===== config.mk =====
export PLATFORM = sky130hd
export DESIGN_NAME = rggen_bit_field_rwl_keyed_flat
export DESIGN_NICKNAME = d
export VERILOG_FILES = /design/src/rtl/rggen_rtl_pkg.sv /design/src/rtl/rggen_bit_field_if.sv /design/src/rtl/rggen_key_lock_fsm.sv /design/src/rtl/rggen_bit_field_rwl_keyed.sv /design/src/flat_wrapper.sv
export SDC_FILE = /design/constraint.sdc
export NUM_CORES = 1
export LEC_CHECK = 0
export CAP_MARGIN = 20
export CORE_AREA = 2 2 39 41
export CTS_CLUSTER_SIZE = 14
export DETAILED_ROUTE_END_ITERATION = 12
export DIE_AREA = 0 0 41 43
export PLACE_DENSITY_LB_ADDON = 0.05
export SLEW_MARGIN = 10
export SYNTH_ARGS = -nofsm -noshare
export SYNTH_HDL_FRONTEND = slang
export SYNTH_SLANG_ARGS = --single-unit

===== constraint.sdc =====
create_clock -name clk -period 1 [get_ports clk]
set_clock_uncertainty 0.05 [all_clocks]
set_input_delay 0.15 -clock clk [delete_from_list [all_inputs] [get_ports clk]]
set_output_delay 0.15 -clock clk [all_outputs]
set_load 0.02 [all_outputs]

===== src/rtl/rggen_rtl_pkg.sv =====
// Shared types for rggen bit-field RTL: lock/enable qualifier modes and key-lock states.
package rggen_rtl_pkg;
  typedef enum logic {
    RGGEN_ENABLE_MODE = 1'b0,
    RGGEN_LOCK_MODE   = 1'b1
  } rggen_rwle_mode;

  typedef enum logic [1:0] {
    RGGEN_KEY_LOCKED,
    RGGEN_KEY_KEYING,
    RGGEN_KEY_UNLOCKED
  } rggen_key_lock_state;

  // Width helper that never collapses to zero bits.
  function automatic int rggen_clog2(input int n);
    return (n > 1) ? $clog2(n) : 1;
  endfunction
endpackage


===== src/rtl/rggen_bit_field_if.sv =====
// Bit-field side of the register decoder: write strobe/data/mask in, read data and value out.
interface rggen_bit_field_if #(
  parameter int WIDTH = 32
);
  logic             write_access;
  logic [WIDTH-1:0] write_mask;
  logic [WIDTH-1:0] write_data;
  logic [WIDTH-1:0] read_data;
  logic [WIDTH-1:0] value;

  modport master (
    output write_access, write_mask, write_data,
    input  read_data, value
  );

  modport slave (
    input  write_access, write_mask, write_data,
    output read_data, value
  );
endinterface


===== src/rtl/rggen_key_lock_fsm.sv =====
// Key-sequence lock: tracks progress through the key list and the unlock lifetime.
module rggen_key_lock_fsm
  import rggen_rtl_pkg::*;
#(
  parameter int KEY_COUNT = 2,
  parameter int TIMEOUT   = 0,
  parameter bit ONE_SHOT  = 1'b0
)(
  input  logic                                 clk,
  input  logic                                 rst_n,
  input  logic                                 key_write,
  input  logic                                 key_match,
  input  logic                                 key_first_match,
  input  logic                                 data_write,
  input  logic                                 force_lock,
  output logic [rggen_clog2(KEY_COUNT)-1:0]    idx,
  output logic                                 unlocked
);
  localparam int IDX_W = rggen_clog2(KEY_COUNT);
  localparam int TMR_W = rggen_clog2(TIMEOUT + 1);
  localparam logic [IDX_W-1:0] LAST_IDX = IDX_W'(KEY_COUNT - 1);

  rggen_key_lock_state state;
  logic [TMR_W-1:0]    timer;
  logic                expire;

  // timer == 1 is the final unlocked cycle, so the lifetime is exactly TIMEOUT.
  assign expire = ((TIMEOUT > 0) && (timer == TMR_W'(1))) || (ONE_SHOT && data_write);

  always_ff @(posedge clk or negedge rst_n) begin
    if (!rst_n) begin
      state    <= RGGEN_KEY_LOCKED;
      idx      <= '0;
      timer    <= '0;
      unlocked <= 1'b0;
    end else if (force_lock || ((state == RGGEN_KEY_UNLOCKED) && (key_write || expire))) begin
      state    <= RGGEN_KEY_LOCKED;
      idx      <= '0;
      timer    <= '0;
      unlocked <= 1'b0;
    end else if (state == RGGEN_KEY_UNLOCKED) begin
      if (TIMEOUT > 0) timer <= timer - TMR_W'(1);
    end else if (key_write) begin
      if ((key_match && (idx == LAST_IDX)) || (!key_match && key_first_match && (KEY_COUNT == 1))) begin
        state    <= RGGEN_KEY_UNLOCKED;
        idx      <= '0;
        timer    <= TMR_W'(TIMEOUT);
        unlocked <= 1'b1;
      end else if (key_match) begin
        state <= RGGEN_KEY_KEYING;
        idx   <= idx + IDX_W'(1);
      end else if (key_first_match) begin
        // A wrong key that equals the first key restarts the sequence rather than aborting it.
        state <= RGGEN_KEY_KEYING;
        idx   <= IDX_W'(1);
      end else begin
        state <= RGGEN_KEY_LOCKED;
        idx   <= '0;
      end
    end
  end
endmodule


===== src/rtl/rggen_bit_field_rwl_keyed.sv =====
// Read/write bit field whose writes are gated by a key-sequence unlock and the lock/enable qualifier.
module rggen_bit_field_rwl_keyed
  import rggen_rtl_pkg::*;
#(
  parameter rggen_rwle_mode             MODE             = RGGEN_LOCK_MODE,
  parameter int                         WIDTH            = 1,
  parameter logic [WIDTH-1:0]           INITIAL_VALUE    = '0,
  parameter int                         KEY_WIDTH        = 8,
  parameter int                         KEY_COUNT        = 2,
  parameter logic [KEY_WIDTH-1:0]       KEYS [KEY_COUNT] = '{8'h5A, 8'hA5},
  parameter int                         TIMEOUT          = 0,
  parameter bit                         ONE_SHOT         = 1'b0
)(
  input  logic              clk,
  input  logic              rst_n,
  input  logic              i_lock_or_enable,
  input  logic              i_force_lock,
  rggen_bit_field_if.slave  bit_field_if,
  rggen_bit_field_if.slave  key_if,
  output logic [WIDTH-1:0]  o_value,
  output logic              o_unlocked
);
  localparam int IDX_W = rggen_clog2(KEY_COUNT);

  logic [IDX_W-1:0] key_idx;
  logic             key_write;
  logic             key_match;
  logic             key_first_match;
  logic             data_write;
  logic [WIDTH-1:0] value;

  assign key_write       = key_if.write_access;
  assign key_match       = (&key_if.write_mask) && (key_if.write_data == KEYS[key_idx]);
  assign key_first_match = key_if.write_data == KEYS[0];
  assign data_write      = o_unlocked && (i_lock_or_enable == MODE) && bit_field_if.write_access;

  rggen_key_lock_fsm #(
    .KEY_COUNT (KEY_COUNT),
    .TIMEOUT   (TIMEOUT),
    .ONE_SHOT  (ONE_SHOT)
  ) u_fsm (
    .clk             (clk),
    .rst_n           (rst_n),
    .key_write       (key_write),
    .key_match       (key_match),
    .key_first_match (key_first_match),
    .data_write      (data_write),
    .force_lock      (i_force_lock),
    .idx             (key_idx),
    .unlocked        (o_unlocked)
  );

  always_ff @(posedge clk or negedge rst_n) begin
    if (!rst_n) begin
      value <= INITIAL_VALUE;
    end else if (data_write) begin
      value <= (value & ~bit_field_if.write_mask) | (bit_field_if.write_data & bit_field_if.write_mask);
    end
  end

  assign o_value                = value;
  assign bit_field_if.read_data = value;
  assign bit_field_if.value     = value;
  // Only the lock status is visible; key values never read back.
  assign key_if.read_data       = KEY_WIDTH'(o_unlocked);
  assign key_if.value           = KEY_WIDTH'(o_unlocked);
endmodule


===== src/flat_wrapper.sv =====
// flat-port wrapper written by rule: the top's interface ports become plain ports
module rggen_bit_field_rwl_keyed_flat import rggen_rtl_pkg::*;
#(
  parameter rggen_rwle_mode             MODE             = RGGEN_LOCK_MODE,
  parameter int                         WIDTH            = 1,
  parameter logic [WIDTH-1:0]           INITIAL_VALUE    = '0,
  parameter int                         KEY_WIDTH        = 8,
  parameter int                         KEY_COUNT        = 2,
  parameter logic [KEY_WIDTH-1:0]       KEYS [KEY_COUNT] = '{8'h5A, 8'hA5},
  parameter int                         TIMEOUT          = 0,
  parameter bit                         ONE_SHOT         = 1'b0
)
  (clk, rst_n, i_lock_or_enable, i_force_lock, o_value, o_unlocked, bit_field_if_write_access, bit_field_if_write_mask, bit_field_if_write_data, bit_field_if_read_data, bit_field_if_value, key_if_write_access, key_if_write_mask, key_if_write_data, key_if_read_data, key_if_value);
  rggen_bit_field_if #(.WIDTH(WIDTH)) bit_field_if_i ();
  rggen_bit_field_if #(.WIDTH(WIDTH)) key_if_i ();
  input  logic clk;
  input  logic rst_n;
  input  logic i_lock_or_enable;
  input  logic i_force_lock;
  output logic [WIDTH-1:0] o_value;
  output logic o_unlocked;
  input wire logic [$bits(bit_field_if_i.write_access)-1:0] bit_field_if_write_access;
  input wire logic [$bits(bit_field_if_i.write_mask)-1:0] bit_field_if_write_mask;
  input wire logic [$bits(bit_field_if_i.write_data)-1:0] bit_field_if_write_data;
  output wire logic [$bits(bit_field_if_i.read_data)-1:0] bit_field_if_read_data;
  output wire logic [$bits(bit_field_if_i.value)-1:0] bit_field_if_value;
  input wire logic [$bits(key_if_i.write_access)-1:0] key_if_write_access;
  input wire logic [$bits(key_if_i.write_mask)-1:0] key_if_write_mask;
  input wire logic [$bits(key_if_i.write_data)-1:0] key_if_write_data;
  output wire logic [$bits(key_if_i.read_data)-1:0] key_if_read_data;
  output wire logic [$bits(key_if_i.value)-1:0] key_if_value;
  assign bit_field_if_i.write_access = bit_field_if_write_access;
  assign bit_field_if_i.write_mask = bit_field_if_write_mask;
  assign bit_field_if_i.write_data = bit_field_if_write_data;
  assign bit_field_if_read_data = bit_field_if_i.read_data;
  assign bit_field_if_value = bit_field_if_i.value;
  assign key_if_i.write_access = key_if_write_access;
  assign key_if_i.write_mask = key_if_write_mask;
  assign key_if_i.write_data = key_if_write_data;
  assign key_if_read_data = key_if_i.read_data;
  assign key_if_value = key_if_i.value;
  rggen_bit_field_rwl_keyed #(.MODE(MODE), .WIDTH(WIDTH), .INITIAL_VALUE(INITIAL_VALUE), .KEY_WIDTH(KEY_WIDTH), .KEY_COUNT(KEY_COUNT), .KEYS(KEYS), .TIMEOUT(TIMEOUT), .ONE_SHOT(ONE_SHOT)) u_core (.clk(clk), .rst_n(rst_n), .i_lock_or_enable(i_lock_or_enable), .i_force_lock(i_force_lock), .bit_field_if(bit_field_if_i), .key_if(key_if_i), .o_value(o_value), .o_unlocked(o_unlocked));
endmodule

==> impl_metrics.ini <==
[status]
status = finished, violations left
violations = negative setup slack

[timing]
slew_headroom_pct = 85.84
fmax_mhz = 916.6
fin_ws_ns = -0.09102
hold_viol = 0
rsz0062_at_grt = true
slew_violations = 0
setup_viol = 7
tightest_slew_ns = 0.2110
layout_min_cycle_time_ns = 1.091
fin_crit_sh_pct = 109.1
hold_ws_ns = 0.06176

[cells_and_area]
num_antenna_cells = 0
final_nets = 42
drive_above_1_share_pct = 41.94
synthToLayoutAreaGrowth_pct = 88.81
utilization_pct = 24.41
stdcell_count = 47

[floorplan]
dieWidth_um = 41
die_y_um = 43
core.rowCount = 14
dieArea_um2 = 1763
coreArea_um2 = 1384
num_io_pins = 16
start_util_pct = 12.93

[global_route]
grt-ovfl-total = 0
grt_pass1_vias = 144
grt_use_total_pct = 5.639
antenna_found_initial = 0
grt_max_degree = 5
grt_pass1_wl_um = 572

[logic_synthesis]
synthTopCellsByArea = dfrtp_1 56%, buf_4 17%, mux2_1 6.3%
synth_seq_cells = 4
yosysTopAreaCell = dfrtp_1
synth_warnings = 0
synth_ff_type = dfrtp_1
synth_common_cells = 4 x buf_4, 4 x dfrtp_1, 2 x inv_1
ys_async_sr_fraction_pct = 100.0
yosysTopAreaCellShare_pct = 55.94
syn-instance-count = 16
synth_fp_nets = 26
synth_cell_type_count = 9
ys_seq_area_share_pct = 55.94
avgSynthCellArea_um2 = 11.18
synth_edf_count = 0
netlist_area_um2 = 178.9

[clock_tree]
path_clk_slew_ns = 0.04
cts_sinks = 4
cts_hold_buf = 0
clock_path_buffers = 2
h-tree-depth = 1
root_buffer = clkbuf_4
clk_latency_ns = 0.24
cts_made_buffers = 3
cts_tree = done

[pwr]
switchingPower_mw = 0.09682
swShare_pct = 21.73
p_int_mw = 0.3488
power.leakage_nw = 0.1600
comb_power_share_pct = 11.3
power_frac_clock_pct = 51.4
powerDensity_nw_per_um2 = 1319
irDropWorstVdd_v = 0.0005014
power.share.sequential_pct = 37.3

[route]
drt_iter0_markers = 1
first_pass_iters = 2
ant_nets = 0
drt_wl_total_um = 394
vias = 167
via_per_inst = 3.553
drcViolationCount = 0
routedWlPerCell_um = 8.383

[critical_path]
reg2regPathDepth = 3
worstSetupPathType = flop to flop
path_buf_inv = 1
cp_data_required_time_ns = 1.07
cp_slowest_cell = dfrtp_2
cp_cell_sequence = buf_6, nand4_1, mux2_4
path_delay_family = flip-flops
crit_path_max_incr_delay_ns = 0.41
critPathMaxFanout = 4
arrival_ns = 1.16
cp-end-kind = flop
crit_cells = 3
cp-start-kind = flop

[placement]
gp_congestion = 0.5724
dpl.cell_count = 42
detailed_place_hpwl_um = 288.3
dpl_worst_slack_ns = -0.2114
io_buffer_count = 13

[flow_run]
drv_cap = 0

[min_path]
hp-class = input port to asynchronous set/reset pin
-- worst reg2reg max path, cell delays in order (launching register included) --
cell     delay (ns)
dfrtp_2        0.41
buf_6          0.12
nand4_1        0.08
mux2_4         0.30
-- stage by stage --
stage / setup TNS [ns] / cell area [µm²] / power (mW)
2_1_floorplan: -0.02247 / 180.2 / 0.1794
3_3_place_gp: -1.235 / 307.8 / 0.2169
3_5_place_dp: -1.260 / 307.8 / 0.2162
4_1_cts: -0.2096 / 319.1 / 0.4518
5_1_grt: -0.4435 / 337.8 / 0.4745
6_report: -0.1890 / 337.8 / 0.4456
-- timing repair --
action                     CTS  global route
setup buffers                1             0
setup endpoints to repair    7             7
pin swaps                    0             0
gates resized for setup     26             6
-- worst paths after layout --
path	from	to	slack [ns]
worst max register to register	u_core.u_fsm.unlocked	flop	-0.09
worst min register to register	u_core.u_fsm.state[1]	u_core.u_fsm.unlocked	0.39
min in group clk	u_core.u_fsm.state[1]	u_core.u_fsm.unlocked	0.39
worst min-delay path	rst_n	u_core.u_fsm.state[0]	0.06
max in group asynchronous	rst_n	u_core.u_fsm.unlocked	0.65
worst max-delay path	u_core.u_fsm.unlocked	flop	-0.09
-- cells in the final DEF (no fill, tap or decap) --
| cell | count |
|---|---|
| mux2_4 | 1 |
| and2_1 | 1 |
| clkdlybuf4s50_1 | 7 |
| a311oi_1 | 1 |
| dfrtp_1 | 3 |
| buf_4 | 1 |
| inv_1 | 2 |
| buf_2 | 3 |
| dfrtp_2 | 1 |
| nand4_1 | 1 |
| clkbuf_4 | 3 |
| nor2_1 | 1 |
| clkbuf_1 | 1 |
| buf_6 | 4 |
| nor3_1 | 1 |
-- metal layers --
metal / share of wire, % / up-vias / GRT usage (%)
met4: 3.6 / 0 / 10.00
li1: - / 79 / -
met5: 0 / - / 0
met2: 35 / 15 / 5.938
met1: 42 / 71 / 6.169
met3: 19 / 2 / 1.571
-- final cells by class --
class | instances | area, µm²
repair buffers | 15 | 137.6
multi-input cells | 6 | 45.04
clock buffers | 4 | 26.28
fillers | 145 | 1046
inverters | 2 | 7.507
flip-flops and latches | 4 | 101.3
well taps | 16 | 20.02
-- power by group through the flow --
| stage | combinational, mW | sequential [mW] | clock (mW) |
|---|---|---|---|
| floorplan | 0.00996 | 0.169 | 0 |
| global placement | 0.0494 | 0.167 | 0 |
| detailed placement | 0.0485 | 0.168 | 0 |
| CTS | 0.0461 | 0.165 | 0.240 |
| global route | 0.0543 | 0.166 | 0.254 |
| finish | 0.0503 | 0.166 | 0.229 |
-- cell families (layout without fill, tap and decap cells) --
| logic type | count (synthesis) | count (layout) | share of synthesized area, % |
|---|---|---|---|
| buf+inv | 6 | 21 | 20.98 |
| flops | 4 | 4 | 55.95 |
| simple gates | 4 | 4 | 11.89 |
| compound gates | 1 | 1 | 4.896 |
| mux | 1 | 1 | 6.293 |
Note: power is estimated with default switching activity, not from simulation.
